### src/rtl/io_bus_pkg.sv
// Shared types and constants for the io_bus_master req/ack initiator.
package io_bus_pkg;

   localparam int unsigned MIN_SYNC_STAGES = 2;

   typedef enum logic [2:0] {
      IDLE,
      REQ,
      WAIT_LOW,
      DRAIN,
      RESP
   } state_t;

   // Phase counter must hold TIMEOUT_CYCLES itself; never narrower than one bit.
   function automatic int unsigned cnt_width(input int unsigned timeout_cycles);
      return (timeout_cycles == 0) ? 1 : $clog2(timeout_cycles + 1);
   endfunction

endpackage

### src/rtl/io_bus_master_if.sv
// Bus side of the 4-phase req/ack chain between initiator and responder.
interface io_bus_master_if #(
   parameter int unsigned ADDR_WIDTH = 8
);
   logic [ADDR_WIDTH-1:0] address;
   logic                  write;
   logic                  data_out;
   logic                  req_next;
   logic                  data_in;
   logic                  ack_next;

   modport master (
      output address, write, data_out, req_next,
      input  data_in, ack_next
   );

   modport slave (
      input  address, write, data_out, req_next,
      output data_in, ack_next
   );
endinterface

### src/rtl/io_bus_master_bit_sync.sv
// Multi-flop synchroniser for a single asynchronous level, cleared on reset.
module bit_sync #(
   parameter int unsigned STAGES = 2
) (
   input  logic clk,
   input  logic reset,
   input  logic i_d,
   output logic o_q
);
   logic [STAGES-1:0] r_sync;

   always_ff @(posedge clk) begin
      if (reset) begin
         r_sync <= '0;
      end else begin
         r_sync <= {r_sync[STAGES-2:0], i_d};
      end
   end

   assign o_q = r_sync[STAGES-1];
endmodule

### src/rtl/io_bus_master.sv
// Initiator for single-bit read/write transfers over the 4-phase req/ack bus,
// with per-phase timeout and stale-ack protection.
module io_bus_master
   import io_bus_pkg::*;
#(
   parameter int unsigned ADDR_WIDTH     = 8,
   parameter int unsigned SYNC_STAGES    = 2,
   parameter int unsigned TIMEOUT_CYCLES = 255
) (
   input  logic                  clk,
   input  logic                  reset,
   input  logic                  cmd_valid,
   output logic                  cmd_ready,
   input  logic                  cmd_write,
   input  logic [ADDR_WIDTH-1:0] cmd_address,
   input  logic                  cmd_data,
   output logic                  rsp_valid,
   output logic                  rsp_data,
   output logic                  rsp_error,
   io_bus_master_if.master       bus
);
   typedef struct packed {
      logic                  write;
      logic [ADDR_WIDTH-1:0] address;
      logic                  data;
   } bus_cmd_t;

   localparam int unsigned SYNC_N = (SYNC_STAGES < MIN_SYNC_STAGES) ? MIN_SYNC_STAGES : SYNC_STAGES;
   localparam int unsigned CNT_W  = cnt_width(TIMEOUT_CYCLES);
   localparam bit          TO_EN  = (TIMEOUT_CYCLES != 0);
   localparam logic [CNT_W-1:0] CNT_LAST = TO_EN ? CNT_W'(TIMEOUT_CYCLES - 1) : '0;

   state_t           r_state;
   bus_cmd_t         r_cmd;
   logic             r_req;
   logic             r_rd;
   logic             r_err;
   logic             r_rsp_valid;
   logic             r_rsp_data;
   logic             r_rsp_error;
   logic [CNT_W-1:0] r_cnt;
   logic             w_ack_s;
   logic             w_timeout;

   bit_sync #(.STAGES(SYNC_N)) u_ack_sync (
      .clk   (clk),
      .reset (reset),
      .i_d   (bus.ack_next),
      .o_q   (w_ack_s)
   );

   assign w_timeout = TO_EN && (r_cnt == CNT_LAST);
   // A still-high synchronised ack from an aborted transfer must drain before a new request.
   assign cmd_ready = (r_state == IDLE) && !w_ack_s && !reset;

   always_ff @(posedge clk) begin
      if (reset) begin
         r_state     <= IDLE;
         r_cmd       <= '0;
         r_req       <= 1'b0;
         r_rd        <= 1'b0;
         r_err       <= 1'b0;
         r_rsp_valid <= 1'b0;
         r_rsp_data  <= 1'b0;
         r_rsp_error <= 1'b0;
         r_cnt       <= '0;
      end else begin
         r_rsp_valid <= 1'b0;
         r_rsp_data  <= 1'b0;
         r_rsp_error <= 1'b0;
         if (r_cnt != '1) r_cnt <= r_cnt + 1'b1;
         case (r_state)
            IDLE: begin
               if (cmd_valid && !w_ack_s) begin
                  r_cmd.write   <= cmd_write;
                  r_cmd.address <= cmd_address;
                  r_cmd.data    <= cmd_data;
                  r_req         <= 1'b1;
                  r_cnt         <= '0;
                  r_state       <= REQ;
               end
            end
            REQ: begin
               if (w_ack_s) begin
                  if (!r_cmd.write) r_rd <= bus.data_in;
                  r_req   <= 1'b0;
                  r_cnt   <= '0;
                  r_state <= WAIT_LOW;
               end else if (w_timeout) begin
                  r_req   <= 1'b0;
                  r_err   <= 1'b1;
                  r_state <= DRAIN;
               end
            end
            WAIT_LOW: begin
               if (!w_ack_s) begin
                  r_rsp_valid <= 1'b1;
                  r_rsp_data  <= r_rd & ~r_cmd.write & ~r_err;
                  r_rsp_error <= r_err;
                  r_state     <= RESP;
               end else if (w_timeout) begin
                  r_err   <= 1'b1;
                  r_state <= DRAIN;
               end
            end
            DRAIN: begin
               if (!w_ack_s) begin
                  r_rsp_valid <= 1'b1;
                  r_rsp_data  <= r_rd & ~r_cmd.write & ~r_err;
                  r_rsp_error <= r_err;
                  r_state     <= RESP;
               end
            end
            RESP: begin
               r_rd    <= 1'b0;
               r_err   <= 1'b0;
               r_state <= IDLE;
            end
            default: r_state <= IDLE;
         endcase
      end
   end

   assign rsp_valid    = r_rsp_valid;
   assign rsp_data     = r_rsp_data;
   assign rsp_error    = r_rsp_error;
   assign bus.address  = r_cmd.address;
   assign bus.write    = r_cmd.write;
   assign bus.data_out = r_cmd.data;
   assign bus.req_next = r_req;
endmodule
### src/flat_wrapper.sv
// flat-port wrapper written by rule: the top's interface ports become plain ports
module io_bus_master_flat import io_bus_pkg::*;
#(
   parameter int unsigned ADDR_WIDTH     = 8,
   parameter int unsigned SYNC_STAGES    = 2,
   parameter int unsigned TIMEOUT_CYCLES = 255
)
  (clk, reset, cmd_valid, cmd_ready, cmd_write, cmd_address, cmd_data, rsp_valid, rsp_data, rsp_error, bus_address, bus_write, bus_data_out, bus_req_next, bus_data_in, bus_ack_next);
  io_bus_master_if #(.ADDR_WIDTH(ADDR_WIDTH)) bus_i ();
  input  logic clk;
  input  logic reset;
  input  logic cmd_valid;
  output logic cmd_ready;
  input  logic cmd_write;
  input  logic [ADDR_WIDTH-1:0] cmd_address;
  input  logic cmd_data;
  output logic rsp_valid;
  output logic rsp_data;
  output logic rsp_error;
  output wire logic [$bits(bus_i.address)-1:0] bus_address;
  output wire logic [$bits(bus_i.write)-1:0] bus_write;
  output wire logic [$bits(bus_i.data_out)-1:0] bus_data_out;
  output wire logic [$bits(bus_i.req_next)-1:0] bus_req_next;
  input wire logic [$bits(bus_i.data_in)-1:0] bus_data_in;
  input wire logic [$bits(bus_i.ack_next)-1:0] bus_ack_next;
  assign bus_address = bus_i.address;
  assign bus_write = bus_i.write;
  assign bus_data_out = bus_i.data_out;
  assign bus_req_next = bus_i.req_next;
  assign bus_i.data_in = bus_data_in;
  assign bus_i.ack_next = bus_ack_next;
  io_bus_master #(.ADDR_WIDTH(ADDR_WIDTH), .SYNC_STAGES(SYNC_STAGES), .TIMEOUT_CYCLES(TIMEOUT_CYCLES)) u_core (.clk(clk), .reset(reset), .cmd_valid(cmd_valid), .cmd_ready(cmd_ready), .cmd_write(cmd_write), .cmd_address(cmd_address), .cmd_data(cmd_data), .rsp_valid(rsp_valid), .rsp_data(rsp_data), .rsp_error(rsp_error), .bus(bus_i));
endmodule
### config.mk
export PLATFORM = sky130hd
export DESIGN_NAME = io_bus_master_flat
export DESIGN_NICKNAME = d
export VERILOG_FILES = /design/src/rtl/io_bus_pkg.sv /design/src/rtl/io_bus_master_if.sv /design/src/rtl/io_bus_master_bit_sync.sv /design/src/rtl/io_bus_master.sv /design/src/flat_wrapper.sv
export SDC_FILE = /design/constraint.sdc
export NUM_CORES = 1
export LEC_CHECK = 0
export BUFFER_PORTS_ARGS = -buffer_cell sky130_fd_sc_hd__buf_2
export CAP_MARGIN = 20
export CORE_AREA = 2 2 56 58
export DETAILED_ROUTE_END_ITERATION = 10
export DIE_AREA = 0 0 58 60
export GPL_ROUTABILITY_DRIVEN = 0
export HOLD_SLACK_MARGIN = 0.05
export MAX_ROUTING_LAYER = met4
export PLACE_DENSITY = 0.69
export SETUP_SLACK_MARGIN = 0.02
export SYNTH_ARGS = -nofsm -noshare
export SYNTH_HDL_FRONTEND = slang
export SYNTH_HIERARCHICAL = 1
export SYNTH_SLANG_ARGS = --single-unit
### constraint.sdc
create_clock -name clk -period 1.24 [get_ports clk]
set_input_delay 0.248 -clock clk [delete_from_list [all_inputs] [get_ports clk]]
set_output_delay 0.248 -clock clk [all_outputs]
set_load 0.005 [all_outputs]
# Word level (Yosys, flattened, before mapping)
# Index checks and enable logic that the tools add are counted.
# Widths: inputs -> output; s select.
# op_classes
add_sub_neg	1
n_eq_ne	13
muxes	22
n_bitwise	5
reduce_logical	17
# op_table
cell	count
$mux 8	3
$pmux 8 s2	1
$mux 3	5
$ne 2x2->1 const B	6
$pmux 3 s4	1
$mux 1	9
$reduce_and 3->1	3
$add 8x1->8 const B	1
$eq 8x8->1 const B	1
$ne 8x8->1 const B	1
$eq 3x2->1 const B	2
$pmux 1 s2	2
$reduce_and 2->1	2
$reduce_bool 2->1	2
$reduce_or 2->1	2
$eq 3x1->1 const B	1
$eq 3x3->1 const B	1
$logic_and 1x1->1	3
$logic_not 3->1	1
$ne 3x2->1 const B	1
$not 1->1	3
$pmux 1 s3	1
$reduce_bool 3->1	1
$reduce_or 3->1	1
2 further kinds	4
# totals
register_bits	29
output_inout_bits	15

# Logic depth before layout (Yosys ltp)
# logic_depth
ltp_word	4
depth_mapped	5
depth_no_buf	5

# Cells and area by module
# The synthesis kept the hierarchy.
# modules_own_cells
module	n_inst	cells_per_inst	area_each_um2
io_bus_master	1	137	1237.4
bit_sync	1	4	52.6

# Worst setup path after synthesis
# Ideal clock, no wire load.
# synth_path
kind	reg2out
start	register u_core.r_state[2]
end	output port cmd_ready
arrival_time_ps	1081
required_time_ps	992
setup_slack_ps	-89
stages_incl_launch_ff	4
path_buffers	1
cell_sequence	dfxtp_1 > or4_1 > clkbuf_2 > nor2_1
# synth_via
elab_chain_len	3
# synth_lines
item	line_no	rtl
start: declaration	io_bus_master.sv:33	state_t r_state;
start signal: assignment	io_bus_master.sv:58	r_state <= IDLE;
start signal: assignment	io_bus_master.sv:80	r_state <= REQ;
start signal: assignment	io_bus_master.sv:88	r_state <= WAIT_LOW;
$logic_not 3->1	io_bus_master.sv:54	assign cmd_ready = (r_state == IDLE) && !w_ack_s && !reset;
$logic_and 1x1->1 (2 in a row)	io_bus_master.sv:54	
end: declaration	flat_wrapper.sv:13	output logic cmd_ready;
# No other way between the ends.

# Worst setup path in the final report
# Same ends and word-level chain as after synthesis.

==> impl_metrics.toml <==
[critical_path]
cpLargestDelayFamily = "simple AND/OR/NAND/NOR gates"
regToRegStartpoint = "u_core/r_state[2]$_SDFFE_PP0P_"
reg2reg_setup_slack_ps = -180
crit_fanout = 2
worst_path_max_delay_cell = "or4_4"
worstSetupStartpoint = "u_core/r_state[2]$_SDFFE_PP0P_"
critical_path.n_buffers_inverters = 1
crit_required_ps = 990
critical_path_arrival_ps = 1390
max_stage_delay_ps = 550
cp-end-kind = "output pin"
worstSetupPathType = "reg -> out"
start_kind = "flop"
crit_chain = "or4_4 -> nor2_4 -> buf_2"

[final_layout]
final_nets = 203
seqCellArea_um2 = 591
fillCellCount = 262
post_route_cells_drive_above_1_share_pct = 41.4
area_delta_synth_final_pct = 32.6
diodes = 0
layout_common_cells = "buf_2 (29), dfxtp_1 (21), a21oi_1 (18)"
multi_input_gate_area_in_the_final_layout_um2 = 717
final_common_cell = "buf_2"
final_core_util_pct = 58.9

[cts]
cts_inserted_buffers = 5
cts.root.buffer_cell = "clkbuf_4"
tritoncts = "yes"
cts.hold.buffers_added = 0
clk_latency_ps = 320
path_clk_slew_ps = 90
numClockSinks = 29
htree_levels = 2
clockBufferDepth = 2

[global_route]
gr_overflow_total = 0
groute.usage.overall_pct = 19.7
initial_antenna_violation_count = 0
grt_pass1_wl_mm = 4.93
via_count_of_the_first_global_routing_pass = 1113
grt_start_max_net_pins = 14

[synth]
synth_largest_area_cell = "dfxtp_1"
most_area_consuming_cells_after_synthesis = "dfxtp_1 (45%), a21oi_1 (7.0%), nand3_1 (5.0%), o21ai_0 (4.3%), nor3_1 (3.1%)"
netlist-cell-type-count = 42
synth.avg_cell_area_um2 = 9.15
ys_seq_elements = 29
synth_area_um2 = 1290
ys_async_sr_fraction_pct = 0
postSynthCellCount = 141
synth_seq_area_share_pct = 45.0
synth-main-ff-cell = "dfxtp_1"
synth.yosys.warnings = 6
syn-num-nets = 158
synth_enable_flop_cells = 0
netlist.area_leader.share_pct = 45.0

[floorplan]
starting_density_pct = 44.4
die_w_um = 58
dieArea_um2 = 3480
die_h_um = 60
row_count = 20
core_um2 = 2900
boundaryPins = 30

[routing]
wl_per_cell_um = 13.7
vias_per_cell = 5.55
drtIter0Drc = 47
via_total_after_detailed_routing = 1215
drc_errors = 0
finalWirelength_mm = 3.00
firstDrtPassIters = 4
antenna_violating_nets_remaining = 0

[run_status]
run_status = "finished with violations"
failing_checks = "setup timing"

[timing]
worst_pin_slew_ps = 313
final-hold-violation-count = 0
whs_ps = 151
fmaxAchievable_mhz = 609
post_route_skew_ps = 8.42
tns_ps = -2610
setup_viol = 21
fin_crit_ps = 1640
drv_slew = 0
postLayoutSetupSlackWorst_ps = -402
rsz0062_at_grt = "true"
slew-limit-headroom_pct = 79.1
final.period_utilization_pct = 132

[placement]
detailedPlacementHpwl_mm = 2.20
port_buffers = 29

[pwr]
power.density_nw_per_um2 = 1070
power.static_leakage_nw = 0.687
max-vdd-ir-drop_mv = 0.696

[worst_hold_path]
hold_path_start = "bus_ack_next"
hold_path_class = "in -> reg"

[run]
cap_viol_max_count = 0
-- cell type report --
class                   instances  area share (%)
well taps                      33            2.41
flip-flops and latches         29            34.5
repair buffers                 47            17.0
multi-input cells              99            41.9
inverters                       4           0.878
clock buffers                   7            3.22
-- worst register-to-register path, stage by stage, from the launching register on --
cell and delay [ps]:
dfxtp_2 330, or4_4 550, buf_4 190, o21ai_0 150, a21oi_1 80
-- cell usage after synthesis, drive strengths merged (2+ instances only) --
cell and count:
buf 6, nand2 2, or3 2, and3 2
clkbuf 3, a211oi 2, nand2b 2, xnor2 3
a21oi 18, nor2b 2, nor2 5, o21bai 2
nor4b 3, or3b 2, nor3 8, ha 2
nand3 13, dfxtp 29, a31oi 3, o21ai 11
inv 4, nand4 2, o21a 2
-- state kept, by name (all words and copies together), names as in the netlist, 2 cells and up --
register and flops:
u_core/bus.address 8, u_core/r_cnt 8, u_core/r_state 3, u_core/u_ack_sync/r_sync 2
-- where the power goes --
group          leakage [nW]  total, mW  internal [mW]  switching [mW]
sequential            0.240      0.999          0.970          0.0285
combinational         0.416      0.268          0.135           0.133
clock                0.0314      0.568          0.267           0.301
total                 0.687       1.83           1.37           0.462
-- stage by stage --
| stage | setup slack, ps | instance area, um^2 | power, mW | instances |
|---|---|---|---|---|
| 6_report | -402 | 1710 | 1.83 | 219 |
| 5_1_grt | -459 | 1710 | 1.93 | 219 |
| 4_1_cts | -419 | 1690 | 1.86 | 219 |
| 3_5_place_dp | -168 | 1590 | 1.27 | 210 |
| 3_3_place_gp | -137 | 1590 | 1.26 | 210 |
| 2_1_floorplan | -62.3 | 1340 | 1.18 | 141 |
-- cells by family after synthesis --
| family | share of synthesized area [%] |
|---|---|
| and+or+nand+nor | 24.8 |
| muxes | 0.776 |
| DFF | 45.0 |
| adders and majority gates | 1.94 |
| buffers and inverters | 4.56 |
| AOI/OAI and AO/OA | 20.9 |
| xor gates and xnor gates | 2.04 |
-- repair_timing --
item | CTS | global route
pin swaps | 4 | 1
resized for setup | 8 | 6
setup buffers | 2 | 0
setup endpoints to repair | 22 | 24
-- path summary, 6_finish.rpt --
| check | to | depth (start not counted) |
|---|---|---|
| max | cmd_ready | 3 |
| min | u_core/u_ack_sync/r_sync[0]$_SDFF_PP0_ | 2 |
| max reg2reg | u_core/bus.address[7]$_SDFFE_PP0P_ | 4 |
| min reg2reg | u_core/u_ack_sync/r_sync[1]$_SDFF_PP0_ | 1 |
-- layer usage --
| layer | vias up | part of all wire [%] | track usage [%] |
|---|---|---|---|
| li1 | 613 | - | - |
| met1 | 568 | 41 | 22.0 |
| met2 | 27 | 52 | 32.3 |
| met3 | 7 | 4.5 | 4.11 |
| met4 | 0 | 2.0 | 12.0 |
| met5 | - | 0 | - |
(Power assumes the default switching activity.)
